--- config.mk ---
export PLATFORM = sky130hd
export DESIGN_NAME = ysyx_23060184_wb_stage_flat
export DESIGN_NICKNAME = d
export VERILOG_FILES = /design/src/rtl/ysyx_23060184_wb_stage_pkg.sv /design/src/rtl/ysyx_23060184_wb_stage_if.sv /design/src/rtl/ysyx_23060184_regfile.sv /design/src/rtl/ysyx_23060184_wb_stage.sv /design/src/flat_wrapper.sv
export SDC_FILE = /design/constraint.sdc
export NUM_CORES = 2
export LEC_CHECK = 0
export ABC_CLOCK_PERIOD_IN_PS = 6500
export CAP_MARGIN = 25
export CORE_UTILIZATION = 45
export DETAILED_ROUTE_END_ITERATION = 16
export PLACE_DENSITY = 0.63
export SLEW_MARGIN = 20
export SYNTH_ARGS = -nofsm -noshare
export SYNTH_HDL_FRONTEND = slang
export SYNTH_SLANG_ARGS = --single-unit
--- constraint.sdc ---
create_clock -name clk -period 6.5 [get_ports clk]
set_clock_uncertainty 0.05 [all_clocks]
set_input_delay 0.975 -clock clk [delete_from_list [all_inputs] [get_ports clk]]
set_output_delay 0.975 -clock clk [all_outputs]
set_load 0.01 [all_outputs]
--- src/rtl/ysyx_23060184_wb_stage_pkg.sv ---
// Shared constants for the ysyx_23060184 writeback stage: widths,
// writeback source codes and FSM state encoding.
package ysyx_23060184_wb_stage_pkg;

    localparam int DATA_WIDTH        = 32;
    localparam int REG_ADDR_WIDTH    = 5;
    localparam int RESULT_SRC_LENGTH = 3;
    localparam int RETIRE_CNT_WIDTH  = 64;

    localparam logic [RESULT_SRC_LENGTH-1:0] WB_SRC_ALU = 3'd0;
    localparam logic [RESULT_SRC_LENGTH-1:0] WB_SRC_MEM = 3'd1;
    localparam logic [RESULT_SRC_LENGTH-1:0] WB_SRC_PC4 = 3'd2;
    localparam logic [RESULT_SRC_LENGTH-1:0] WB_SRC_CSR = 3'd3;
    localparam logic [RESULT_SRC_LENGTH-1:0] WB_SRC_IMM = 3'd4;

    typedef enum logic [1:0] {
        ST_IDLE   = 2'd0,
        ST_WB     = 2'd1,
        ST_RETIRE = 2'd2
    } wb_state_e;

endpackage

--- src/rtl/ysyx_23060184_wb_stage_if.sv ---
// Upstream (memory -> writeback) and downstream (writeback -> fetch) handshakes.
// Both handshakes: a transfer happens on the rising edge where valid && ready;
// the sender holds valid and payload stable until then, and ready never waits on valid.
interface ysyx_23060184_wb_stage_if
    import ysyx_23060184_wb_stage_pkg::*;
#(
    parameter int DW = DATA_WIDTH,
    parameter int AW = REG_ADDR_WIDTH
) ();
    logic                         mem_valid;
    logic                         wb_ready;
    logic [DW-1:0]                mem_result;
    logic [DW-1:0]                alu_result;
    logic [DW-1:0]                csr_rdata;
    logic [DW-1:0]                imm;
    logic [DW-1:0]                pc;
    logic [DW-1:0]                next_pc;
    logic [RESULT_SRC_LENGTH-1:0] result_src;
    logic [AW-1:0]                rd;
    logic                         reg_write;
    logic                         wb_valid;
    logic                         fetch_ready;
    logic [DW-1:0]                fetch_pc;

    modport master (
        output mem_valid, mem_result, alu_result, csr_rdata, imm, pc, next_pc,
               result_src, rd, reg_write, fetch_ready,
        input  wb_ready, wb_valid, fetch_pc
    );

    modport slave (
        input  mem_valid, mem_result, alu_result, csr_rdata, imm, pc, next_pc,
               result_src, rd, reg_write, fetch_ready,
        output wb_ready, wb_valid, fetch_pc
    );
endinterface

--- src/rtl/ysyx_23060184_regfile.sv ---
// Integer register file: two combinational read ports, one synchronous write
// port with same-cycle write bypass, x0 hardwired to zero.
module ysyx_23060184_regfile
    import ysyx_23060184_wb_stage_pkg::*;
#(
    parameter int DW = DATA_WIDTH,
    parameter int AW = REG_ADDR_WIDTH
) (
    input  logic          clk,
    input  logic          resetn,
    input  logic          we,
    input  logic [AW-1:0] waddr,
    input  logic [DW-1:0] wdata,
    input  logic [AW-1:0] raddr1,
    input  logic [AW-1:0] raddr2,
    output logic [DW-1:0] rdata1,
    output logic [DW-1:0] rdata2
);
    logic [DW-1:0] regs [2**AW];
    logic          wr_live;

    assign wr_live = we && (waddr != '0);

    always_ff @(posedge clk or negedge resetn) begin
        if (!resetn) begin
            for (int i = 0; i < 2**AW; i++) regs[i] <= '0;
        end else if (wr_live) begin
            regs[waddr] <= wdata;
        end
    end

    // Readers in the write cycle see the value about to land.
    function automatic logic [DW-1:0] read_port(input logic [AW-1:0] a);
        if (a == '0)                   return '0;
        else if (wr_live && a == waddr) return wdata;
        else                           return regs[a];
    endfunction

    always_comb begin
        rdata1 = read_port(raddr1);
        rdata2 = read_port(raddr2);
    end
endmodule

--- src/rtl/ysyx_23060184_wb_stage.sv ---
// Writeback stage: accept one instruction, write the register file, hand the
// next PC to fetch, count retirements. IDLE -> WB -> RETIRE.
module ysyx_23060184_wb_stage
    import ysyx_23060184_wb_stage_pkg::*;
#(
    parameter int DATA_WIDTH       = ysyx_23060184_wb_stage_pkg::DATA_WIDTH,
    parameter int REG_ADDR_WIDTH   = ysyx_23060184_wb_stage_pkg::REG_ADDR_WIDTH,
    parameter int RETIRE_CNT_WIDTH = ysyx_23060184_wb_stage_pkg::RETIRE_CNT_WIDTH
) (
    input  logic                        clk,
    input  logic                        resetn,
    ysyx_23060184_wb_stage_if.slave     bus,
    input  logic [REG_ADDR_WIDTH-1:0]   rs1_addr,
    input  logic [REG_ADDR_WIDTH-1:0]   rs2_addr,
    output logic [DATA_WIDTH-1:0]       rs1_data,
    output logic [DATA_WIDTH-1:0]       rs2_data,
    output logic [RETIRE_CNT_WIDTH-1:0] retire_cnt,
    output logic [1:0]                  dbg_state
);
    wb_state_e                    state;
    logic                         wb_ready_q;
    logic                         wb_valid_q;
    logic [DATA_WIDTH-1:0]        fetch_pc_q;
    logic [RETIRE_CNT_WIDTH-1:0]  retire_cnt_q;

    logic [DATA_WIDTH-1:0]        l_alu, l_mem, l_csr, l_imm, l_pc, l_next_pc;
    logic [RESULT_SRC_LENGTH-1:0] l_src;
    logic [REG_ADDR_WIDTH-1:0]    l_rd;
    logic                         l_reg_write;

    logic [DATA_WIDTH-1:0]        wb_data;
    logic                         rf_we;

    always_comb begin
        wb_data = '0;
        case (l_src)
            WB_SRC_ALU: wb_data = l_alu;
            WB_SRC_MEM: wb_data = l_mem;
            WB_SRC_PC4: wb_data = l_pc + DATA_WIDTH'(4);
            WB_SRC_CSR: wb_data = l_csr;
            WB_SRC_IMM: wb_data = l_imm;
            default:    wb_data = '0;
        endcase
    end

    assign rf_we = (state == ST_WB) && l_reg_write && (l_rd != '0);

    always_ff @(posedge clk or negedge resetn) begin
        if (!resetn) begin
            state        <= ST_IDLE;
            wb_ready_q   <= 1'b1;
            wb_valid_q   <= 1'b0;
            fetch_pc_q   <= '0;
            retire_cnt_q <= '0;
            l_alu        <= '0;
            l_mem        <= '0;
            l_csr        <= '0;
            l_imm        <= '0;
            l_pc         <= '0;
            l_next_pc    <= '0;
            l_src        <= '0;
            l_rd         <= '0;
            l_reg_write  <= 1'b0;
        end else begin
            case (state)
                ST_IDLE: begin
                    if (bus.mem_valid && wb_ready_q) begin
                        l_alu       <= bus.alu_result;
                        l_mem       <= bus.mem_result;
                        l_csr       <= bus.csr_rdata;
                        l_imm       <= bus.imm;
                        l_pc        <= bus.pc;
                        l_next_pc   <= bus.next_pc;
                        l_src       <= bus.result_src;
                        l_rd        <= bus.rd;
                        l_reg_write <= bus.reg_write;
                        wb_ready_q  <= 1'b0;
                        state       <= ST_WB;
                    end
                end
                ST_WB: begin
                    fetch_pc_q <= l_next_pc;
                    wb_valid_q <= 1'b1;
                    state      <= ST_RETIRE;
                end
                ST_RETIRE: begin
                    // fetch_pc is untouched here, so it stays stable under backpressure.
                    if (bus.fetch_ready) begin
                        retire_cnt_q <= retire_cnt_q + RETIRE_CNT_WIDTH'(1);
                        wb_valid_q   <= 1'b0;
                        wb_ready_q   <= 1'b1;
                        state        <= ST_IDLE;
                    end
                end
                default: begin
                    wb_valid_q <= 1'b0;
                    wb_ready_q <= 1'b1;
                    state      <= ST_IDLE;
                end
            endcase
        end
    end

    assign bus.wb_ready = wb_ready_q;
    assign bus.wb_valid = wb_valid_q;
    assign bus.fetch_pc = fetch_pc_q;
    assign retire_cnt   = retire_cnt_q;
    assign dbg_state    = state;

    ysyx_23060184_regfile #(
        .DW (DATA_WIDTH),
        .AW (REG_ADDR_WIDTH)
    ) u_regfile (
        .clk    (clk),
        .resetn (resetn),
        .we     (rf_we),
        .waddr  (l_rd),
        .wdata  (wb_data),
        .raddr1 (rs1_addr),
        .raddr2 (rs2_addr),
        .rdata1 (rs1_data),
        .rdata2 (rs2_data)
    );
endmodule

--- src/flat_wrapper.sv ---
// flat-port wrapper written by rule: the top's interface ports become plain ports
module ysyx_23060184_wb_stage_flat import ysyx_23060184_wb_stage_pkg::*;
#(
    parameter int DATA_WIDTH       = ysyx_23060184_wb_stage_pkg::DATA_WIDTH,
    parameter int REG_ADDR_WIDTH   = ysyx_23060184_wb_stage_pkg::REG_ADDR_WIDTH,
    parameter int RETIRE_CNT_WIDTH = ysyx_23060184_wb_stage_pkg::RETIRE_CNT_WIDTH
)
  (clk, resetn, rs1_addr, rs2_addr, rs1_data, rs2_data, retire_cnt, dbg_state, bus_mem_valid, bus_mem_result, bus_alu_result, bus_csr_rdata, bus_imm, bus_pc, bus_next_pc, bus_result_src, bus_rd, bus_reg_write, bus_fetch_ready, bus_wb_ready, bus_wb_valid, bus_fetch_pc);
  ysyx_23060184_wb_stage_if bus_i ();
  input  logic clk;
  input  logic resetn;
  input  logic [REG_ADDR_WIDTH-1:0] rs1_addr;
  input  logic [REG_ADDR_WIDTH-1:0] rs2_addr;
  output logic [DATA_WIDTH-1:0] rs1_data;
  output logic [DATA_WIDTH-1:0] rs2_data;
  output logic [RETIRE_CNT_WIDTH-1:0] retire_cnt;
  output logic [1:0] dbg_state;
  input wire logic [$bits(bus_i.mem_valid)-1:0] bus_mem_valid;
  input wire logic [$bits(bus_i.mem_result)-1:0] bus_mem_result;
  input wire logic [$bits(bus_i.alu_result)-1:0] bus_alu_result;
  input wire logic [$bits(bus_i.csr_rdata)-1:0] bus_csr_rdata;
  input wire logic [$bits(bus_i.imm)-1:0] bus_imm;
  input wire logic [$bits(bus_i.pc)-1:0] bus_pc;
  input wire logic [$bits(bus_i.next_pc)-1:0] bus_next_pc;
  input wire logic [$bits(bus_i.result_src)-1:0] bus_result_src;
  input wire logic [$bits(bus_i.rd)-1:0] bus_rd;
  input wire logic [$bits(bus_i.reg_write)-1:0] bus_reg_write;
  input wire logic [$bits(bus_i.fetch_ready)-1:0] bus_fetch_ready;
  output wire logic [$bits(bus_i.wb_ready)-1:0] bus_wb_ready;
  output wire logic [$bits(bus_i.wb_valid)-1:0] bus_wb_valid;
  output wire logic [$bits(bus_i.fetch_pc)-1:0] bus_fetch_pc;
  assign bus_i.mem_valid = bus_mem_valid;
  assign bus_i.mem_result = bus_mem_result;
  assign bus_i.alu_result = bus_alu_result;
  assign bus_i.csr_rdata = bus_csr_rdata;
  assign bus_i.imm = bus_imm;
  assign bus_i.pc = bus_pc;
  assign bus_i.next_pc = bus_next_pc;
  assign bus_i.result_src = bus_result_src;
  assign bus_i.rd = bus_rd;
  assign bus_i.reg_write = bus_reg_write;
  assign bus_i.fetch_ready = bus_fetch_ready;
  assign bus_wb_ready = bus_i.wb_ready;
  assign bus_wb_valid = bus_i.wb_valid;
  assign bus_fetch_pc = bus_i.fetch_pc;
  ysyx_23060184_wb_stage #(.DATA_WIDTH(DATA_WIDTH), .REG_ADDR_WIDTH(REG_ADDR_WIDTH), .RETIRE_CNT_WIDTH(RETIRE_CNT_WIDTH)) u_core (.clk(clk), .resetn(resetn), .bus(bus_i), .rs1_addr(rs1_addr), .rs2_addr(rs2_addr), .rs1_data(rs1_data), .rs2_data(rs2_data), .retire_cnt(retire_cnt), .dbg_state(dbg_state));
endmodule
Yosys cells after proc, flatten, opt, wreduce, memory -nomap -nowiden
Index checks and enable logic that the tools add are counted.

Mux-type cells: 22. Equal/unequal tests: 10. Bitwise gates (word level): 5. Reduce and logical (&&, ||, !) cells: 17. Magnitude comparators: 4. Multiply operators: 0. Div/mod/pow operators: 0. $add $sub $neg: 2. Shift-type cells: 0.

Operators with widths (count): 1024-bit bitwise mux (1); 32-bit binary-select mux with 5-bit select (2); 32-bit 2-to-1 mux (9); 32-bit demux with 5-bit select (1); 32-bit one-hot mux with 5 select lines (1); 64-bit by 1-bit adder with 64-bit output, second input constant (1); 32-bit by 3-bit adder with 32-bit output, second input constant (1); 6-bit greater-or-equal comparator, second input constant (3); 5-bit inverter with 6-bit output (3); 5-bit == test (2); 5-bit logical NOT (2); 2-bit AND reduction (4); 1-bit logical AND (7); 3-bit by 2-bit == test with 1-bit output, second input constant (2); 6-bit by 1-bit < comparator with 1-bit output, second input constant (1); 1-bit one-hot mux with 3 select lines (2); 2-bit one-hot mux with 3 select lines (1); 5-bit nonzero test (1); 2-bit 2-to-1 mux (2); 3-bit by 1-bit == test with 1-bit output, second input constant (1); 3-bit == test, second input constant (1); 3-bit logical NOT (1); 1-bit 2-to-1 mux (3); 3-bit AND reduction (1); 6 further kinds (7).

Word-level logic and storage cells: 106. Memory bits (read-only): 0. Output and inout bits: 164. Register bits after elaboration: 1325. Memories kept: 0. RAM bits: 0. Input bits: 215. Latch bits: 0.

Longest topological paths before layout
Depth in word-level cells: 7. Gate-level depth with buffers: 11.

By module
From an unflattened synthesis, not the netlist that was laid out.

Cell total of the unflattened synthesis: 5101. Area total of the unflattened synthesis: 69558.0 um^2.

By module, submodules not included: ysyx_23060184_regfile (cells each 4021, area an instance 56057.5 um^2, sequential area each 25624.6 um^2, instances 1); ysyx_23060184_wb_stage (cells each 1080, area an instance 13500.4 um^2, sequential area each 7533.5 um^2, instances 1).

Worst setup path after synthesis
No wires, ideal clock.

Kind: input to output. Start point: input port rs2_addr[0]. End point: output port rs2_data[30]. Path slack: 2.568 ns. Cell stages on the path: 8. Path buffers: 5. Arrival time: 2.907 ns. Required time: 5.475 ns. Path through: buf_2 > buf_4 > buf_4 > buf_2 > buf_4 > mux4_2 > o311ai_0 > o22ai_1.

Cells in the longest elaborated chain, start to end: 6. Elaborated cells between the ends (all ways): 9.

Ends and longest elaborated chain: start, declared (line flat_wrapper.sv:13) `input logic [REG_ADDR_WIDTH-1:0] rs2_addr;`; 5-bit inverter with 6-bit output (implied by the code) (line ysyx_23060184_regfile.sv:36) `else return regs[a];`; 32-bit binary-select mux with 5-bit select (line ysyx_23060184_regfile.sv:36); 32-bit 2-to-1 mux (implied by the code) (2 in a row) (line ysyx_23060184_regfile.sv:36); 32-bit 2-to-1 mux (line ysyx_23060184_regfile.sv:35) `else if (wr_live && a == waddr) return wdata;`; 32-bit 2-to-1 mux * (line ysyx_23060184_regfile.sv:34) `if (a == '0) return '0;`; end, declared (line flat_wrapper.sv:15) `output logic [DATA_WIDTH-1:0] rs2_data;`.

Mark *: on every way between the ends. The rest lies on a longest branch, timed or not. The select of a mux whose other input is x is not followed.

Worst setup path in the final report
Start point: register u_core.l_pc[8]. End point: output port rs2_data[19].

Cells in the longest elaborated chain, start to end: 4.

Ends and longest elaborated chain: start, declared (line ysyx_23060184_wb_stage.sv:26) `logic [DATA_WIDTH-1:0] l_alu, l_mem, l_csr, l_imm, l_pc, l_next_pc;`; start signal, assigned (line ysyx_23060184_wb_stage.sv:72) `l_pc <= bus.pc;`; 32-bit by 3-bit adder with 32-bit output (line ysyx_23060184_wb_stage.sv:39) `WB_SRC_PC4: wb_data = l_pc + DATA_WIDTH'(4);`; 32-bit one-hot mux with 5 select lines (line ysyx_23060184_wb_stage.sv:36) `case (l_src)`; 32-bit 2-to-1 mux (line ysyx_23060184_regfile.sv:35); 32-bit 2-to-1 mux (line ysyx_23060184_regfile.sv:34).

No other way between the ends.

==> key figures <==
Run status
  – Run status: finished clean

Synthesis
  – Post-synthesis adder-cell area fraction: 0.000377
  – Main combinational cell family by area after synthesis: multiplexers
  – Yosys warnings: 0
  – Seq cells post-synth: 1,325
  – Post-Synth Simple-Gate Area: 0.104
  – Top cell type's share of synthesized area: 0.500
  – Syn Inst Count: ~5,900
  – Yosys cell types: 75
  – Synthesized Nets: 6,161
  – Top cells by area, synth: dfrtp_1, mux4_2, nand2_1
  – Post-synthesis mux area share: 0.225
  – Area of the mapped netlist: 66,300 um2
  – Syn Area/Cell: 11.2 um2
  – EDFF count, synth: 0
  – Post-synthesis xor/xnor area fraction: 0.0132
  – Top cells by count, synth: dfrtp_1, nand2_1, nor2_1
  – Complex-gate fraction of the synthesized area: 0.119
  – Ys flop type: dfrtp_1
  – Async SR Flop Fraction: 1.00
  – Yosys top cell by area: dfrtp_1
  – Count leader, synth: dfrtp_1
  – Sequential area share after synthesis: 0.500

Floorplan
  – Die Wd: 386 um
  – Initial Util: 0.454
  – I/O Pins: 379
  – DIE AREA: 149,000 um2
  – Num rows: 140
  – Die Span Y: 386 um
  – Core ar.: 146,000 um2

Routing
  – First-pass DRT Iterations: 6
  – Post-route ant nets: 0
  – Vias per cell: ~6.2
  – Vias: ~51,000
  – DRT iter0 DRCs: 5,554
  – Average routed wire per standard cell: 27.9 um
  – Post-Route WL: 226 mm
  – Drt drc: 0

GRT
  – Largest net degree at the start of global routing: 174
  – Vias in the first global route: 50,200
  – First-pass GRT wire length: 338 mm
  – GRT overflow: 0
  – GRT Total Usage: 0.308
  – Antenna violations before repair: 12

STA
  – Slew headroom: 0.251
  – Final Worst Setup Slack: 453 ps
  – Slew @ Worst Pin: 1120 ps
  – Setup tns final: 0 ps
  – Final hold viol count: 0
  – Slew Viols, Final: 0
  – Maximum clock frequency: 0.165 GHz
  – RSZ-0062 raised after global routing: false
  – # setup viols final: 0
  – Post-layout min period: 6050 ps
  – Final Cycle Share: 0.930

Clock tree
  – Cts hold-fix bufs: 0
  – Post CTS Setup Buffer Count: 0
  – Clock net sink count: about 1,300
  – Buffers from clock root to sink, at most: 3
  – Post-cts resize count: 0
  – Root buf cell: clkbuf_16
  – H-tree Lvls: 4
  – Skew-Pair Late Insertion Delay: 800 ps
  – CTS Buf Count: 148
  – TritonCTS clock tree: done
  – Clock Pin Slew Worst Setup and Hold Paths: 60 ps

Setup path
  – Crit path max fanout: 27
  – Critical path endpoint category: output port
  – Required @ worst endpoint: about 5500 ps
  – Crit path cell chain: nand4_1 -> nor4_2 -> nand3_1 -> xnor2_1 -> a21oi_2 -> buf_4 -> a211oi_1 -> clkdlybuf4s50_1
  – CP max stage delay: 950 ps
  – Startpoint types: flop
  – Critical Path AT: 5020 ps
  – Worst Setup Path Type: reg2out
  – Crit-path slowest cell: a211oi_1

Finish
  – Layout area overhead: 16.4%
  – Final #Nets: 6,299
  – Antenna diodes: 0
  – Design area: roughly 77,000 um2
  – Layout cells sized above 1: 0.202

Placed design
  – Placed Area: just over 70,000 um2
  – DP Wirelength: 142 mm
  – Pre-CTS WS: approximately 870 ps
  – I/O Buffers: between 300 and 400
  – GPL Wtd Cong: 0.927

Min path
  – Hold Path Class: in2async

Job
  – Max_cap viols: 0

Pwr
  – Max IR drop VDD: 0.254 mV
  – Pwr Total: 0.0217 W
  – Pwr Density: 281 nW/um2
  – Lkg Pwr: roughly 33 nW
## placed cells by master (no fill, tap or decap), types with 73 or more instances in the layout
| master | count |
|---|---|
| mux2i_1 | 173 |
| clkdlybuf4s50_1 | 367 |
| xnor2_1 | 73 |
| dfrtp_1 | 1322 |
| clkbuf_16 | 156 |
| a21oi_1 | 537 |
| buf_4 | 166 |
| mux4_2 | 479 |
| mux2_2 | 214 |
| nand2_1 | 793 |
| nor2_1 | 559 |
| o21ai_0 | 515 |
## metal layers
layer | GRT usage | wire length, um | vias up
met5 | 0 | 153 | -
met2 | 0.467 | 103000 | 2668
li1 | - | - | 21700
met3 | 0.0887 | 24400 | 539
met4 | 0.128 | 9790 | 20
met1 | 0.414 | 89300 | 25700
## cells by family (layout without fill, tap and decap cells)
logic type	after synthesis	count (layout)
AND/OR/NAND/NOR	1650	1650
flip-flops	1325	1325
multiplexers	866	866
AO/OA/AOI/OAI	1399	1399
XOR/XNOR	100	100
buffers and inverters	602	856
adder cells (fa/ha/maj)	2	2
## area by class of cell
class                   instances  area [um2]
multi-input cells            4017       30900
clock inverters                47         548
clock buffers                 219        4420
inverters                      18        67.6
repair buffers                572        5650
fillers                     12600       68700
flip-flops and latches       1325       33200
well taps                    1917        2400
## per-stage QoR
step | utilization | cells | hold slack, ps
after floorplan | - | 5944 | 385
after detailed placement | 0.494 | 7846 | 334
after global routing | 0.529 | 8115 | 51.7
final | 0.529 | 8115 | 20.6
after CTS | 0.528 | 8112 | 61.7
after global placement | 0.494 | 7842 | 326
## worst paths after layout
| kind | startpoint | endpoint | slack, ps | cells after the start |
|---|---|---|---|---|
| max in group asynchronous | resetn | u_core.u_regfile.regs[998]$_DFFE_PN0P_ | 4830 | 2 |
| worst min register to register | u_core.u_regfile.regs[996]$_DFFE_PN0P_ | u_core.u_regfile.regs[996]$_DFFE_PN0P_ | 350 | 0 |
| worst max-delay path | u_core.l_pc[8]$_DFFE_PN0P_ | rs2_data[19] | 450 | 8 |
| worst min-delay path | resetn | u_core.l_next_pc[22]$_DFFE_PN0P_ | 20 | 1 |
| worst max register to register | u_core.dbg_state[0]$_DFFE_PN0P_ | u_core.u_regfile.regs[820]$_DFFE_PN0P_ | 2230 | 8 |
| min in group clk | u_core.u_regfile.regs[996]$_DFFE_PN0P_ | u_core.u_regfile.regs[996]$_DFFE_PN0P_ | 350 | 0 |
## critical path, delay by kind of cell, from the launching register on
kind,cells,cell delay (ps)
and+or+nand+nor,3,1360
AOI/OAI and AO/OA,2,1160
buffers and inverters,2,1020
DFF,1,450
xor gates and xnor gates,1,210
## flip-flops by register name, summed over array words and instances (netlist names)
name                   flops
u_core.l_src               3
u_core.u_regfile.regs   1024
u_core.l_next_pc          32
u_core.l_mem              32
u_core.bus.fetch_pc       32
u_core.l_reg_write         1
u_core.l_alu              32
u_core.l_pc               32
u_core.bus.wb_valid        1
u_core.dbg_state           2
u_core.l_imm              32
u_core.retire_cnt         64
u_core.l_rd                5
u_core.bus.wb_ready        1
u_core.l_csr              32
## power by group
| part | switching (W) | internal [W] | total, W |
|---|---|---|---|
| logic | 0.00269 | 0.00126 | 0.00395 |
| registers | 0.000389 | 0.00872 | 0.00911 |
| clock network | 0.00358 | 0.00507 | 0.00866 |
| total | 0.00666 | 0.0151 | 0.0217 |
(Power assumes the default switching activity.)
